`src/rtl/ram_port_arbiter_if.sv`:
```
`default_nettype none
// +--------------------------------------------------------------------------+
// | ram_port_arbiter_if : fetch/data request ports and RAM bus of the arbiter |
// | Revision: 1.0                                                            |
// +--------------------------------------------------------------------------+
interface ram_port_arbiter_if #(
   parameter int ADDR_BITS = 10
);
   logic                 i_req;
   logic [ADDR_BITS-1:0] i_addr;
   logic                 i_ack;
   logic [31:0]          i_data;

   logic                 d_req;
   logic                 d_wr;
   logic [3:0]           d_wr_mask;
   logic [ADDR_BITS-1:0] d_addr;
   logic [31:0]          d_wdata;
   logic                 d_ack;
   logic [31:0]          d_rdata;

   logic                 ram_wr;
   logic [3:0]           ram_wr_mask;
   logic [ADDR_BITS-1:0] ram_addr;
   logic [31:0]          ram_data_in;
   logic [31:0]          ram_data_out;

   // Requesters and the RAM instance together form the master side.
   modport master (
      output i_req, i_addr, d_req, d_wr, d_wr_mask, d_addr, d_wdata, ram_data_out,
      input  i_ack, i_data, d_ack, d_rdata, ram_wr, ram_wr_mask, ram_addr, ram_data_in
   );

   modport slave (
      input  i_req, i_addr, d_req, d_wr, d_wr_mask, d_addr, d_wdata, ram_data_out,
      output i_ack, i_data, d_ack, d_rdata, ram_wr, ram_wr_mask, ram_addr, ram_data_in
   );
endinterface
`default_nettype wire

```
`src/rtl/ram_port_arbiter.sv`:
```
`default_nettype none
// +--------------------------------------------------------------------------+
// | ram_port_arbiter : shares a single-port sync RAM between fetch and data   |
// | Revision: 1.0                                                            |
// +--------------------------------------------------------------------------+
module ram_port_arbiter #(
   parameter int ADDR_BITS = 10
) (
   input  logic               clk,
   input  logic               rst,
   ram_port_arbiter_if.slave  bus,
   output logic               busy
);

   typedef enum logic [1:0] {
      ST_IDLE  = 2'd0,
      ST_ISSUE = 2'd1,
      ST_RESP  = 2'd2
   } state_t;

   localparam logic GRANT_FETCH = 1'b0;
   localparam logic GRANT_DATA  = 1'b1;

   state_t               state_q, state_d;
   logic                 grant_q, grant_d;
   logic                 last_grant_q, last_grant_d;
   logic                 wr_q, wr_d;
   logic [3:0]           mask_q, mask_d;
   logic [ADDR_BITS-1:0] addr_q, addr_d;
   logic [31:0]          wdata_q, wdata_d;
   logic                 pick_data;
   logic                 in_issue;
   logic                 in_resp;

   always_ff @(posedge clk) begin
      if (rst) begin
         state_q      <= ST_IDLE;
         grant_q      <= GRANT_FETCH;
         last_grant_q <= GRANT_FETCH;
         wr_q         <= 1'b0;
         mask_q       <= 4'b0000;
         addr_q       <= '0;
         wdata_q      <= 32'd0;
      end else begin
         state_q      <= state_d;
         grant_q      <= grant_d;
         last_grant_q <= last_grant_d;
         wr_q         <= wr_d;
         mask_q       <= mask_d;
         addr_q       <= addr_d;
         wdata_q      <= wdata_d;
      end
   end

   always_comb begin
      state_d      = state_q;
      grant_d      = grant_q;
      last_grant_d = last_grant_q;
      wr_d         = wr_q;
      mask_d       = mask_q;
      addr_d       = addr_q;
      wdata_d      = wdata_q;
      // On a tie the master that was not served last wins.
      pick_data    = bus.d_req && (!bus.i_req || (last_grant_q == GRANT_FETCH));

      case (state_q)
         ST_IDLE: begin
            if (bus.i_req || bus.d_req) begin
               grant_d      = pick_data;
               last_grant_d = pick_data;
               state_d      = ST_ISSUE;
               if (pick_data) begin
                  wr_d    = bus.d_wr;
                  mask_d  = bus.d_wr_mask;
                  addr_d  = bus.d_addr;
                  wdata_d = bus.d_wdata;
               end else begin
                  wr_d   = 1'b0;
                  mask_d = 4'b0000;
                  addr_d = bus.i_addr;
               end
            end
         end
         ST_ISSUE: state_d = ST_RESP;
         ST_RESP:  state_d = ST_IDLE;
         default:  state_d = ST_IDLE;
      endcase
   end

   assign in_issue = (state_q == ST_ISSUE);
   assign in_resp  = (state_q == ST_RESP) && !rst;

   // A write landing on a reset cycle must never reach the RAM.
   assign bus.ram_wr      = in_issue && wr_q && !rst;
   assign bus.ram_wr_mask = (in_issue && wr_q) ? mask_q : 4'b0000;
   assign bus.ram_addr    = addr_q;
   assign bus.ram_data_in = wdata_q;

   assign bus.i_ack   = in_resp && (grant_q == GRANT_FETCH);
   assign bus.d_ack   = in_resp && (grant_q == GRANT_DATA);
   assign bus.i_data  = bus.ram_data_out;
   assign bus.d_rdata = bus.ram_data_out;
   assign busy        = (state_q != ST_IDLE);

endmodule
`default_nettype wire

```
`src/flat_wrapper.sv`:
```
// flat-port wrapper written by rule: the top's interface ports become plain ports
module ram_port_arbiter_flat 
#(
   parameter int ADDR_BITS = 10
)
  (clk, rst, busy, bus_i_req, bus_i_addr, bus_d_req, bus_d_wr, bus_d_wr_mask, bus_d_addr, bus_d_wdata, bus_ram_data_out, bus_i_ack, bus_i_data, bus_d_ack, bus_d_rdata, bus_ram_wr, bus_ram_wr_mask, bus_ram_addr, bus_ram_data_in);
  ram_port_arbiter_if #(.ADDR_BITS(ADDR_BITS)) bus_i ();
  input  logic clk;
  input  logic rst;
  output logic busy;
  input wire logic [$bits(bus_i.i_req)-1:0] bus_i_req;
  input wire logic [$bits(bus_i.i_addr)-1:0] bus_i_addr;
  input wire logic [$bits(bus_i.d_req)-1:0] bus_d_req;
  input wire logic [$bits(bus_i.d_wr)-1:0] bus_d_wr;
  input wire logic [$bits(bus_i.d_wr_mask)-1:0] bus_d_wr_mask;
  input wire logic [$bits(bus_i.d_addr)-1:0] bus_d_addr;
  input wire logic [$bits(bus_i.d_wdata)-1:0] bus_d_wdata;
  input wire logic [$bits(bus_i.ram_data_out)-1:0] bus_ram_data_out;
  output wire logic [$bits(bus_i.i_ack)-1:0] bus_i_ack;
  output wire logic [$bits(bus_i.i_data)-1:0] bus_i_data;
  output wire logic [$bits(bus_i.d_ack)-1:0] bus_d_ack;
  output wire logic [$bits(bus_i.d_rdata)-1:0] bus_d_rdata;
  output wire logic [$bits(bus_i.ram_wr)-1:0] bus_ram_wr;
  output wire logic [$bits(bus_i.ram_wr_mask)-1:0] bus_ram_wr_mask;
  output wire logic [$bits(bus_i.ram_addr)-1:0] bus_ram_addr;
  output wire logic [$bits(bus_i.ram_data_in)-1:0] bus_ram_data_in;
  assign bus_i.i_req = bus_i_req;
  assign bus_i.i_addr = bus_i_addr;
  assign bus_i.d_req = bus_d_req;
  assign bus_i.d_wr = bus_d_wr;
  assign bus_i.d_wr_mask = bus_d_wr_mask;
  assign bus_i.d_addr = bus_d_addr;
  assign bus_i.d_wdata = bus_d_wdata;
  assign bus_i.ram_data_out = bus_ram_data_out;
  assign bus_i_ack = bus_i.i_ack;
  assign bus_i_data = bus_i.i_data;
  assign bus_d_ack = bus_i.d_ack;
  assign bus_d_rdata = bus_i.d_rdata;
  assign bus_ram_wr = bus_i.ram_wr;
  assign bus_ram_wr_mask = bus_i.ram_wr_mask;
  assign bus_ram_addr = bus_i.ram_addr;
  assign bus_ram_data_in = bus_i.ram_data_in;
  ram_port_arbiter #(.ADDR_BITS(ADDR_BITS)) u_core (.clk(clk), .rst(rst), .bus(bus_i), .busy(busy));
endmodule
```
`config.mk`:
```
export PLATFORM = sky130hd
export DESIGN_NAME = ram_port_arbiter_flat
export DESIGN_NICKNAME = d
export VERILOG_FILES = /design/src/rtl/ram_port_arbiter_if.sv /design/src/rtl/ram_port_arbiter.sv /design/src/flat_wrapper.sv
export SDC_FILE = /design/constraint.sdc
export NUM_CORES = 1
export LEC_CHECK = 0
export ABC_AREA = 1
export ABC_CLOCK_PERIOD_IN_PS = 1300
export CAP_MARGIN = 20
export CORE_AREA = 2 2 95 97
export CTS_CLUSTER_SIZE = 20
export DETAILED_ROUTE_END_ITERATION = 8
export DIE_AREA = 0 0 97 99
export MAX_ROUTING_LAYER = met4
export PLACE_DENSITY = 0.79
export SLEW_MARGIN = 20
export SYNTH_ARGS = -nofsm -noshare
export SYNTH_HDL_FRONTEND = slang
export SYNTH_SLANG_ARGS = --single-unit
```
`constraint.sdc`:
```
create_clock -name clk -period 1.3 [get_ports clk]
set_input_delay 0.13 -clock clk [delete_from_list [all_inputs] [get_ports clk]]
set_output_delay 0.13 -clock clk [all_outputs]
set_load 0.02 [all_outputs]
```
## Word-level counts from Yosys, hierarchy flattened

Cells that the tools add are included.

| word-level totals | value |
|---|---|
| bits in registers | 50 |
| logic and storage cells | 30 |

| cells by class | value |
|---|---|
| bitwise operators | 1 |
| reductions and logical operators | 14 |
| eq/ne operators | 3 |
| muxes and demuxes | 6 |

Operators by type and width:

| cell | count |
|---|---|
| two-way mux 10 bit | 1 |
| two-way mux 4 bit | 2 |
| logical AND 1 bit | 6 |
| case mux 2 bit (2 select lines) | 1 |
| AND reduction 3 bit | 1 |
| == test 2 x 1 -> 1 bit, second input constant | 1 |
| == test 2 bit, second input constant | 1 |
| zero test 1 bit | 2 |
| zero test 2 bit | 1 |
| logical OR 1 bit | 2 |
| two-way mux 2 bit | 1 |
| inequality test 2 x 1 -> 1 bit, second input constant | 1 |
| AND reduction 2 bit | 1 |
| nonzero test 2 bit | 1 |
| two-way mux 1 bit | 1 |
| NOT 1 bit | 1 |

## Logic depth before layout (Yosys ltp)

Gate-level depths: netlist of the first run.

| logic depth | value |
|---|---|
| depth in word-level cells | 4 |
| mapped depth | 7 |
| gate-level depth less buffers | 6 |

## Worst setup path before layout of the first run

OpenSTA, ideal clock, no wires.

| timing path | value |
|---|---|
| kind | register to register |
| start | reg u_core.state_q[0] |
| end | reg u_core.addr_q[0] (netlist: u_core.bus.ram_addr[0]) |
| data arrival time | 1.042 ns |
| library setup time | 0.112 ns |
| slack | 0.147 ns |
| stages on the path, launching flop included | 7 |
| cell sequence | dfxtp_1 -> inv_1 -> nand2_1 -> nor2_2 -> nand2_1 -> nor2_1 -> nor2_1 |

| between the ends | value |
|---|---|
| longest elaborated chain between the ends | 2 |

Ends and longest elaborated chain:

| what | RTL line | source |
|---|---|---|
| from (decl) | ram_port_arbiter.sv:24 | `state_t state_q, state_d;` |
| from (signal assigned) | ram_port_arbiter.sv:45 | `state_q <= state_d;` |
| zero test 2 bit | ram_port_arbiter.sv:66 | `case (state_q)` |
| AND reduction 2 bit (no source line) | n/a |  |
| to (signal assigned) | ram_port_arbiter.sv:50 | `addr_q <= addr_d;` |
| to (decl) | ram_port_arbiter.sv:29 | `logic [ADDR_BITS-1:0] addr_q, addr_d;` |

Every way passes these cells.
A chain may end at the register's enable or synchronous reset.

## Worst setup path in the final report of the first run

| timing path | value |
|---|---|
| start | reg u_core.state_q[1] |
| end | reg u_core.wdata_q[15] (netlist: u_core.bus.ram_data_in[15]) |

| between the ends | value |
|---|---|
| longest elaborated chain between the ends | 2 |

Ends and longest elaborated chain:

| what | RTL line | source |
|---|---|---|
| zero test 2 bit | ram_port_arbiter.sv:66 |  |
| AND reduction 3 bit (no source line) | n/a |  |
| to (signal assigned) | ram_port_arbiter.sv:51 | `wdata_q <= wdata_d;` |
| to (decl) | ram_port_arbiter.sv:30 | `logic [31:0] wdata_q, wdata_d;` |

Every way passes these cells.

==> results.cfg, run 1 <==
[cts]
clock_sink_count = 50
clock_path_buffers = 2
htreeDepth = 2
cts_root_buffer = clkbuf_8
cts_hold_buffers = 0
clk-insertion-delay-late_ps = 290
cts_tree = built
numCtsBuffers = 5
clk_pin_slew_ps = 90

[worst_setup_path]
critPathCaptureType = flip-flop
crit_family = buffers and inverters
path_max_fanout = 8
crit_path_cell_trace = buf_4 -> nor2_4 -> nand3_2 -> inv_4 -> clkbuf_16 -> nor2_1 -> nor2_1
crit_cells = 7
crit_path_top_delay_cell = dfxtp_2
criticalPathCategory = reg -> reg
cpPeakStageDelay_ps = 340
r2r_cells = 7
worst_setup_path_start_kind = flip-flop
path_buf_inv = 3
arrival_ps = 1490
required_ps = 1530
crit_top_cell = nor2_1

[detailed_routing]
num_vias = 2675
ant_nets = 0
first_pass_iters = 4
wl_per_cell_um = 13.1
drt-initial-drc-count = 89
via_per_inst = 4.54
drc_errors = 0
wirelength_um = 7730

[finish]
fill_cells = 852
layout_commonest_cell = nor2_1
drive_gt1_share_pct = 11.4
stdcell_count = 589
area_growth_pct = 34.3
antennaDiodeCount = 0
layout_common_cells = nor2_1 (91), nand2_1 (69), clkdlybuf4s50_1 (59)
finalNetCount = 574

[pwr]
vdd_ir_drop_max_v = 0.000494
power_leakage_nw = 1.98
combPwrFrac_pct = 32.4
p_sw_share_pct = 30.2
power_density_nw_per_um2 = 1080
p_int_mw = 2.96
p_total_mw = 4.25
p_clk_share_pct = 26.0
power_frac_seq_pct = 41.6
switchingPower_mw = 1.28

[sta]
slew_viol_final = 0
setup_violations = 0
holdWs_ps = 260
rsz0062_at_grt = true
worst_pin_slew_ps = 439
fmax_mhz = 797
finalCritPeriodShare_pct = 96.5
hold_viol = 0
period_needed_ps = 1250
relSlewSlack_pct = 70.7
clock_skew_ps = 5.88

[yosys]
synthesis.nets = 519
ys_warn_count = 0
netlist_area_um2 = 2920
ys_seq_elements = 50
synth.avg_cell_area_um2 = 6.86
netlist_top_cells_area = dfxtp_1 (34%), buf_4 (18%), nor2_1 (12%), nand2_1 (9.1%), nand4_1 (7.9%)
synthCells = 426
synth_cell_types = 18
yosysTopAreaCellShare_pct = 34.2
synth_top_area_cell = dfxtp_1
ys_seq_area_share_pct = 34.2

[placement]
dp_hpwl_um = 5130
dp_cells = 573
io_buffers = 110
place_congestion = 0.793

[grt]
grt_overflow_total = 0
grt_pass1_vias = 2528
grt_pass1_wl_um = 11500
track_usage_pct = 14.8
grt_antenna_before_repair = 0
grt_max_degree = 43

[floorplan]
die-area_um2 = 9600
io_pins = 207
die_h_um = 99
core_um2 = 8550
initial_utilization_pct = 34.2
fp-row-count = 34
fp.dieW_um = 97

[outcome]
status = complete, no violations

[flow_run]
maxCapViolCount = 0

[worst_hold_path]
hold_depth = 0
hold_class = in -> out
layout make-up:
cell class              count  area (µm²)  share of cell area, %
well taps                 108         135                   3.44
clock buffers               6        82.6                   2.10
flip-flops and latches     50        1000                   25.5
inverters                  53         201                   5.13
multi-input cells         234        1080                   27.6
repair buffers            137        1390                   35.4
clock inverters             1        30.0                  0.765
synth_stat cells:
| library cell | count |
|---|---|
| nand2_2 | 1 |
| nand4_1 | 37 |
| buf_4 | 71 |
| clkbuf_1 | 1 |
| nor2_2 | 1 |
| buf_6 | 9 |
| nor3_1 | 1 |
| nor2_4 | 1 |
| nor2_1 | 93 |
| nand2_1 | 71 |
| a21boi_0 | 10 |
| buf_2 | 8 |
| clkinv_1 | 1 |
| a21oi_1 | 6 |
| dfxtp_1 | 50 |
| nand3_1 | 13 |
| inv_1 | 51 |
| inv_2 | 1 |
repair_timing:
item / 4_1_cts / 5_1_grt
gates resized for setup: 74 / 18
pin swaps: 1 / 5
cloned: 0 / 6
endpoints found under the setup margin: 61 / 29
setup buffers: 2 / 1
per-layer routing:
metal	up-vias	share of wire (%)	track usage, %
met5	-	0	-
met2	84	51	26.3
met3	29	5.6	3.48
met1	1207	42	16.1
li1	1355	-	-
met4	0	2.1	5.74
power groups by stage:
| stage | registers, mW | clock network (mW) | logic, mW |
|---|---|---|---|
| floorplan | 1.96 | 0 | 0.822 |
| global placement | 1.80 | 0 | 1.29 |
| detailed placement | 1.81 | 0 | 1.31 |
| CTS | 1.77 | 1.14 | 1.24 |
| global route | 1.79 | 1.21 | 1.50 |
| finish | 1.77 | 1.11 | 1.37 |
kinds of logic after synthesis:
group / after synthesis / share of synthesized area (%)
compound gates: 16 / 3.59
buf+inv: 142 / 30.0
simple gates: 218 / 32.2
flops: 50 / 34.2
registers in the layout, summed over array words and instances, names as in the netlist:
name                    flops
u_core.last_grant_q         1
u_core.bus.ram_addr        10
u_core.wr_q                 1
u_core.mask_q               4
u_core.state_q              2
u_core.bus.ram_data_in     32
through the flow:
step | util [%] | setup WS, ps | instance area, µm² | TNS [ps]
2_1_floorplan | - | 147 | 2920 | 0
3_5_place_dp | 43.2 | -267 | 3690 | -3400
6_report | 45.9 | 45.6 | 3930 | 0
5_1_grt | 45.9 | -26.2 | 3930 | -433
3_3_place_gp | 43.2 | -253 | 3690 | -3680
4_1_cts | 43.8 | 27.4 | 3750 | 0
worst paths after layout:
path | to | slack (ps) | from
setup / recovery | u_core.bus.ram_data_in[15]$_SDFFE_PP0P_ | 50 | u_core.state_q[1]$_SDFFE_PP0P_
hold / removal | bus_d_rdata[27] | 260 | bus_ram_data_out[27]
setup reg to reg | u_core.bus.ram_data_in[15]$_SDFFE_PP0P_ | 50 | u_core.state_q[1]$_SDFFE_PP0P_
hold reg to reg | u_core.state_q[1]$_SDFFE_PP0P_ | 450 | u_core.state_q[1]$_SDFFE_PP0P_
(Power assumes the default switching activity.)
==> run 2: changes to the inputs <==
- ABC_CLOCK_PERIOD_IN_PS: 1300 -> 1450
- CORE_AREA: 2 2 95 97 -> 2 2 91 93
- DIE_AREA: 0 0 97 99 -> 0 0 93 95
- PLACE_DENSITY: 0.79 -> 0.85
- REMOVE_ABC_BUFFERS: default -> 1
- clock period: 1.3 -> 1.45 ns (I/O delays scaled with it)
==> run 2 against run 1 <==
Worst hold slack improved by 30 ps. Clock skew up 2.6 ps. Sequential power decreased by 11%. Routed wire length rose by 28%. Global-route usage is 7.4 points higher. Clock power decreased by 26%. Worst setup slack lost 6.1 ps. Critical path depth shrank 6. Critical endpoint is now bus_ram_data_in[19]. Largest power group unchanged.
==> results.cfg, run 2 (synthesis gave the netlist of run 1 again) <==
[outcome]
status = complete, no violations

[finish]
layout_commonest_cell = nor2_1
largest_reg_flops = 32
drive_gt1_share_pct = 8.07
fill_cells = 782
fin_area_um2 = 3730
stdcell_count = 576
area_growth_pct = 27.6
layout_common_cells = nor2_1 (93), clkdlybuf4s50_1 (76), nand2_1 (70)
finalNetCount = 563
antennaDiodeCount = 0

[sta]
relSlewSlack_pct = 70.4
setup_violations = 0
period_needed_ps = 1410
finalSetupTns_ps = 0
holdWs_ps = 290
clock_skew_ps = 8.44
hold_viol = 0
slew_viol_final = 0
finalCritPeriodShare_pct = 97.3
worst_pin_slew_ps = 444
fmax_mhz = 709

[worst_setup_path]
rr_endpoint = u_core.mask_q[0]$_SDFFE_PP0P_
r2r_slack_ps = 160
crit_path_cell_trace = clkdlybuf4s50_1
path_max_fanout = 2
arrival_ps = 1270
path_buf_inv = 1
crit_path_top_delay_cell = clkdlybuf4s50_1
required_ps = 1310
r2r_start = u_core.state_q[1]$_SDFFE_PP0P_
worst_setup_path_start_kind = flip-flop
cpPeakStageDelay_ps = 620
critPathCaptureType = primary output
crit_family = buffers and inverters
r2r_cells = 5
criticalPathCategory = reg -> out

[cts]
clk-insertion-delay-late_ps = 300
cts_tree = built
post_cts_buffers = 0
cts_hold_buffers = 0
htreeDepth = 2
clk_pin_slew_ps = 100
clock_path_buffers = 2
numCtsBuffers = 5
cts_root_buffer = clkbuf_8
clock_sink_count = 50

[worst_hold_path]
hold_class = in -> out
hp-start = bus_ram_data_out[0]
hold_end = bus_d_rdata[0]
hold_depth = 0

[floorplan]
fp-row-count = 33
io_pins = 207
die-area_um2 = 8840
core_um2 = 7930
fp.dieW_um = 93
initial_utilization_pct = 36.9
die_h_um = 95

[detailed_routing]
via_per_inst = 4.75
drc_errors = 0
drt-initial-drc-count = 107
first_pass_iters = 5
wirelength_um = 9870
num_vias = 2738
wl_per_cell_um = 17.1
ant_nets = 0

[grt]
track_usage_pct = 22.2
grt_pass1_wl_um = 14400
grt_pass1_vias = 2546
grt_overflow_total = 0
grt_antenna_before_repair = 0
grt_max_degree = 43

[pwr]
power_leakage_nw = 2.06
p_total_mw = 3.51
power_density_nw_per_um2 = 942
vdd_ir_drop_max_v = 0.000369

[placement]
place_congestion = 0.878
dp_hpwl_um = 7700
dp_cells = 568
io_buffers = 110
place_area_um2 = 3600

[flow_run]
maxCapViolCount = 0
[run 2: power by group]
group          internal, mW  total [mW]  switching [mW]
sequential             1.51        1.58          0.0738
clock                 0.340       0.821           0.481
combinational         0.520        1.11           0.587
total                  2.37        3.51            1.14
[run 2: worst max path at each step]
| stage | from | to | depth (start not counted) |
|---|---|---|---|
| after floorplan | u_core.last_grant_q$_SDFFE_PP0P_ | u_core.bus.ram_data_in[0]$_SDFFE_PP0P_ | 5 |
| after global placement | rst | bus_d_ack | 5 |
| after detailed placement | rst | bus_d_ack | 5 |
| after CTS | u_core.state_q[1]$_SDFFE_PP0P_ | bus_ram_wr_mask[1] | 4 |
| after global routing | u_core.bus.ram_data_in[17]$_SDFFE_PP0P_ | bus_ram_data_in[17] | 1 |
| final | u_core.bus.ram_data_in[19]$_SDFFE_PP0P_ | bus_ram_data_in[19] | 1 |
[run 2: area by class of cell]
cell class | count | area (µm²) | share of cell area, %
clock buffers | 5 | 68.8 | 1.84
clock inverters | 3 | 21.3 | 0.570
well taps | 105 | 131 | 3.52
multi-input cells | 234 | 1060 | 28.4
repair buffers | 126 | 1250 | 33.5
inverters | 53 | 201 | 5.40
flip-flops and latches | 50 | 1000 | 26.8
[run 2: what timing repair did]
item | in CTS | in global routing
setup endpoints to repair | 22 | 44
gates cloned | 0 | 0
resized for setup | 18 | 35
[run 2: stage by stage]
step	util, %	worst slack (ps)
floorplan	-	-516
global placement	45.4	-211
detailed placement	45.4	-205
CTS	46.5	2.57
global route	47.1	-3.39
finish	47.1	39.5
[run 2: per-layer routing]
metal	share of wire [%]	routed length, µm	GRT usage (%)
met1	34	3380	22.2
met2	46	4590	34.6
met3	19	1840	17.4
met4	0.60	59	4.41
met5	0	0	-
